===== src/rtl/adder_pkg.sv =====
// Shared types and limits for the bit-serial adder family.
package adder_pkg;

    localparam int unsigned ST_W      = 1;
    localparam int unsigned MAX_WIDTH = 64;

    typedef enum logic [ST_W-1:0] {
        IDLE = 1'b0,
        RUN  = 1'b1
    } state_e;

endpackage


===== src/rtl/serial_adder_fa_cell.sv =====
// One-bit full adder: two half-adder stages with their carries ORed.
module fa_cell (
    input  logic x,
    input  logic y,
    input  logic ci,
    output logic s,
    output logic co
);

    logic s1;
    logic c1;
    logic c2;

    assign s1 = x ^ y;
    assign c1 = x & y;
    assign s  = s1 ^ ci;
    assign c2 = s1 & ci;
    assign co = c1 | c2;

endmodule


===== src/rtl/serial_adder.sv =====
// Bit-serial adder/subtractor: one full-adder cell, LSB first, start/busy/done handshake.
module serial_adder
    import adder_pkg::*;
#(
    parameter int unsigned WIDTH = 8,
    parameter int unsigned CNT_W = $clog2(WIDTH + 1)
) (
    input  logic             clk,
    input  logic             rst_n,
    input  logic             start,
    input  logic             sub,
    input  logic             cin,
    input  logic [WIDTH-1:0] a,
    input  logic [WIDTH-1:0] b,
    output logic             busy,
    output logic             done,
    output logic [WIDTH-1:0] sum,
    output logic             cout,
    output logic             ovf
);

    if (WIDTH < 2 || WIDTH > MAX_WIDTH) begin : g_bad_width
        $error("serial_adder: WIDTH out of range");
    end

    state_e             state_q, state_d;
    logic [WIDTH-1:0]   a_sr_q, a_sr_d;
    logic [WIDTH-1:0]   b_sr_q, b_sr_d;
    logic [WIDTH-1:0]   s_sr_q, s_sr_d;
    logic [CNT_W-1:0]   cnt_q, cnt_d;
    logic               carry_q, carry_d;
    logic               c_msb_q, c_msb_d;
    logic [WIDTH-1:0]   sum_q, sum_d;
    logic               cout_q, cout_d;
    logic               ovf_q, ovf_d;
    logic               busy_q, busy_d;
    logic               done_q, done_d;

    logic               fa_s;
    logic               fa_co;
    logic [WIDTH-1:0]   s_shift;

    fa_cell u_fa (
        .x  (a_sr_q[0]),
        .y  (b_sr_q[0]),
        .ci (carry_q),
        .s  (fa_s),
        .co (fa_co)
    );

    assign s_shift = {fa_s, s_sr_q[WIDTH-1:1]};

    // Next-state: load operands in IDLE, consume one bit per edge in RUN.
    always_comb begin
        state_d = state_q;
        a_sr_d  = a_sr_q;
        b_sr_d  = b_sr_q;
        s_sr_d  = s_sr_q;
        cnt_d   = cnt_q;
        carry_d = carry_q;
        c_msb_d = c_msb_q;
        sum_d   = sum_q;
        cout_d  = cout_q;
        ovf_d   = ovf_q;
        busy_d  = busy_q;
        done_d  = 1'b0;

        case (state_q)
            IDLE: begin
                if (start) begin
                    a_sr_d  = a;
                    b_sr_d  = b ^ {WIDTH{sub}};
                    carry_d = sub ? 1'b1 : cin;
                    cnt_d   = '0;
                    busy_d  = 1'b1;
                    state_d = RUN;
                end
            end
            RUN: begin
                s_sr_d  = s_shift;
                a_sr_d  = {1'b0, a_sr_q[WIDTH-1:1]};
                b_sr_d  = {1'b0, b_sr_q[WIDTH-1:1]};
                carry_d = fa_co;
                cnt_d   = cnt_q + CNT_W'(1);
                if (cnt_q == CNT_W'(WIDTH - 2)) begin
                    c_msb_d = fa_co;
                end
                if (cnt_q == CNT_W'(WIDTH - 1)) begin
                    sum_d   = s_shift;
                    cout_d  = fa_co;
                    ovf_d   = c_msb_q ^ fa_co;
                    done_d  = 1'b1;
                    busy_d  = 1'b0;
                    state_d = IDLE;
                end
            end
            default: state_d = IDLE;
        endcase
    end

    always_ff @(posedge clk or negedge rst_n) begin
        if (!rst_n) begin
            state_q <= IDLE;
            a_sr_q  <= '0;
            b_sr_q  <= '0;
            s_sr_q  <= '0;
            cnt_q   <= '0;
            carry_q <= 1'b0;
            c_msb_q <= 1'b0;
            sum_q   <= '0;
            cout_q  <= 1'b0;
            ovf_q   <= 1'b0;
            busy_q  <= 1'b0;
            done_q  <= 1'b0;
        end else begin
            state_q <= state_d;
            a_sr_q  <= a_sr_d;
            b_sr_q  <= b_sr_d;
            s_sr_q  <= s_sr_d;
            cnt_q   <= cnt_d;
            carry_q <= carry_d;
            c_msb_q <= c_msb_d;
            sum_q   <= sum_d;
            cout_q  <= cout_d;
            ovf_q   <= ovf_d;
            busy_q  <= busy_d;
            done_q  <= done_d;
        end
    end

    assign busy = busy_q;
    assign done = done_q;
    assign sum  = sum_q;
    assign cout = cout_q;
    assign ovf  = ovf_q;

endmodule


===== config.mk =====
export PLATFORM = sky130hd
export DESIGN_NAME = serial_adder
export DESIGN_NICKNAME = d
export VERILOG_FILES = /design/src/rtl/adder_pkg.sv /design/src/rtl/serial_adder_fa_cell.sv /design/src/rtl/serial_adder.sv
export SDC_FILE = /design/constraint.sdc
export NUM_CORES = 1
export LEC_CHECK = 0
export CAP_MARGIN = 15
export CORE_MARGIN = 2
export CORE_UTILIZATION = 56
export CTS_BUF_LIST = sky130_fd_sc_hd__clkbuf_4 sky130_fd_sc_hd__clkbuf_8 sky130_fd_sc_hd__clkbuf_16
export CTS_CLUSTER_DIAMETER = 200
export DETAILED_ROUTE_END_ITERATION = 10
export PLACE_DENSITY = 0.91
export SYNTH_ARGS = -nofsm -noshare
export SYNTH_HDL_FRONTEND = slang
export SYNTH_HIERARCHICAL = 1
export SYNTH_SLANG_ARGS = --single-unit
export TNS_END_PERCENT = 100

===== constraint.sdc =====
create_clock -name clk -period 2.4 [get_ports clk]
set_input_delay 0.36 -clock clk [delete_from_list [all_inputs] [get_ports clk]]
set_output_delay 0.36 -clock clk [all_outputs]
set_load 0.02 [all_outputs]

==> results_dict.tcl <==
set metrics [dict create \
    fin_ws_ps 693 \
    io_pins 33 \
    syn-cell-area_mm2 0.00188 \
    dieHeight_um 62.0 \
    grt_pass1_vias 1241 \
    fp.dieW_um 62.0 \
    drive_above_1_share_pct 15.7 \
    ir_worst_vdd_mv 0.542 \
    final_cell_area_mm2 0.00230 \
    h-tree-depth 2 \
    slowest_stage "clkdlybuf4s50_1" \
    tns_ps 0 \
    start_util_pct 57.3 \
    critPathLaunch "sum[7]" \
    grt_max_degree 44 \
    path_delay_family "buffers and inverters" \
    hp-class "input port to asynchronous set/reset pin" \
    slowest_delay_ps 600 \
    reg2regPathDepth 3 \
    routed_via_density 5.19 \
    critPathLaunchType "register" \
    busiest_layer "met2" \
    synth_seq_area_share_pct 55.9 \
    syn_inst 152 \
    vias 1198 \
    cts-root-buf "clkbuf_4" \
    postCtsSetupBuffers 0 \
    synth_area_leaders "dfrtp_1 56%, mux2i_1 8.0%, mux2_2 6.0%, mux2_4 5.6%, o21ai_0 5.3%" \
    met1_usage_pct 27.3 \
    met3_usage_pct 6.42 \
    hpwl_um 2400 \
    row_count 21 \
    grt_pass1_wl_um 5750 \
    postCtsHoldBufs 0 \
    relSlewSlack_pct 40.0 \
    io_buffers 32 \
    status "finished clean" \
    power.density_mw_per_mm2 1160 \
    detail_route.wirelength_um 3350 \
    crit_cells 1 \
    place_congestion 0.755 \
    endpoint_kind "output port" \
    critPathBufInv 1 \
    finalSetupViolations 0 \
    worstPathMaxFanout 2 \
    clk_latency_ps 360 \
    cts_inserted_buffers 5 \
    diodes 0 \
    core-area_mm2 0.00328 \
    r2r-end "sum[1]" \
    wire_per_inst_um 14.5 \
    clk_pin_slew_worst_paths_ps 130 \
    syn_area_per_cell_um2 12.4 \
    finalMaxSlewViolations 0 \
    die_area_mm2 0.00384 \
    clock_sinks 42 \
    yosys.area.top_type "dfrtp_1" \
    crit_type "register to output port" \
    dp_slack_ps 732 \
    finClkSkew_ps 8.91 \
    worstSetupEndpoint "sum[7]" \
    antenna_found_initial 0 \
    cts_resized 0 \
    synth_top_cell_area_share_pct 55.9 \
    holdWs_ps 109 \
    worst_slew_pin_slew_ps 900 \
    placedInstanceArea_mm2 0.00222 \
    tritoncts "done" \
    final_common_cell "dfrtp_1" \
    layout_common_cells "42 x dfrtp_1, 31 x clkdlybuf4s50_1, 20 x o21ai_0, 19 x nand2_1, 15 x mux2i_1" \
    fillers 257 \
    path_cells "clkdlybuf4s50_1" \
    cts_buffer_depth 2 \
    post-route-period-util_pct 71.1 \
    synth_nets 176 \
    cap_violations 0 \
    drc 0 \
    rrSetupSlack_ps 970 \
    grt_overflow 0 \
    met2_usage_pct 34.7 \
    rsz0062_at_grt "false" \
    hold_viol 0 \
    cp.arrival_ps 1350 \
    rr_startpoint "cnt_q[1]" \
    ant_nets 0 \
    layout_min_cycle_time_ps 1710 \
    layout-area-overhead-vs-synth_pct 22.4 \
    nets 208 \
    total_power_uw 2670 \
    drt_first_pass_iters 4 \
    required_ps 2040 \
    ys_types 24 \
    fmax_mhz 586 \
    p_leak_uw 0.00108 \
    drt_iter0_markers 55 \
    ys_warn_count 6 \
    ys_ff_latch 42 \
    globalRouteTotalUtil_pct 21.3 \
]
kinds of logic after synthesis:
family	share of synthesized area [%]
compound gates	6.32
xor+xnor	5.12
fa+ha+maj	2.40
buf+inv	3.26
flops	55.9
mux	19.6
simple gates	7.45
worst min path at each step:
| stage | start | to | slack, ps | cells past startpoint |
|---|---|---|---|---|
| 5_1_grt | rst_n | cout | 140 | 1 |
| 4_1_cts | rst_n | cout | 130 | 1 |
| 3_5_place_dp | a_sr_q[5] | a_sr_q[4] | 480 | 2 |
| 3_3_place_gp | ovf | ovf | 460 | 2 |
| 6_report | rst_n | cout | 110 | 1 |
| 2_1_floorplan | rst_n | a_sr_q[0] | 60 | 0 |
flip-flops by register name (all words and copies together) (netlist names):
| signal | flops |
|---|---|
| carry_q | 1 |
| b_sr_q | 8 |
| busy | 1 |
| a_sr_q | 8 |
| s_sr_q | 7 |
| c_msb_q | 1 |
| state_q | 1 |
| cout | 1 |
| cnt_q | 4 |
| ovf | 1 |
| sum | 8 |
| done | 1 |
Yosys cell counts, drive strengths merged:
library cell,n
a211oi,1
a21oi,1
buf,6
clkbuf,3
dfrtp,42
fa,1
ha,2
inv,3
mux2,17
mux2i,15
nand2,19
nand2b,1
nand3,1
nand4b,2
nor2,5
o21ai,20
o22ai,1
or3,1
xnor2,3
xor2,8
metal layers:
| metal | wire length, um | vias up |
|---|---|---|
| met5 | 0 | - |
| li1 | - | 580 |
| met2 | 1730 | 35 |
| met4 | 49 | 0 |
| met1 | 1410 | 575 |
| met3 | 167 | 8 |
area by class of cell:
class	instances	area, um^2	share of cell area (%)
clock inverter	2	37.5	1.63
sequential	42	1050	45.7
inverter	3	11.3	0.489
multi-input combinational	98	768	33.4
timing repair buffer	34	330	14.4
tap	46	57.6	2.50
clock buffer	6	45.0	1.96
stage by stage:
step                      cells  utilization (%)
after global placement      223             67.5
final                       231             70.1
after CTS                   231             70.1
after floorplan             152                -
after global routing        231             70.1
after detailed placement    223             67.5
report_power, final:
part | switching (uW) | internal, uW
combinational | 476 | 534
sequential | 199 | 992
clock | 237 | 231
(Power assumes the default switching activity.)
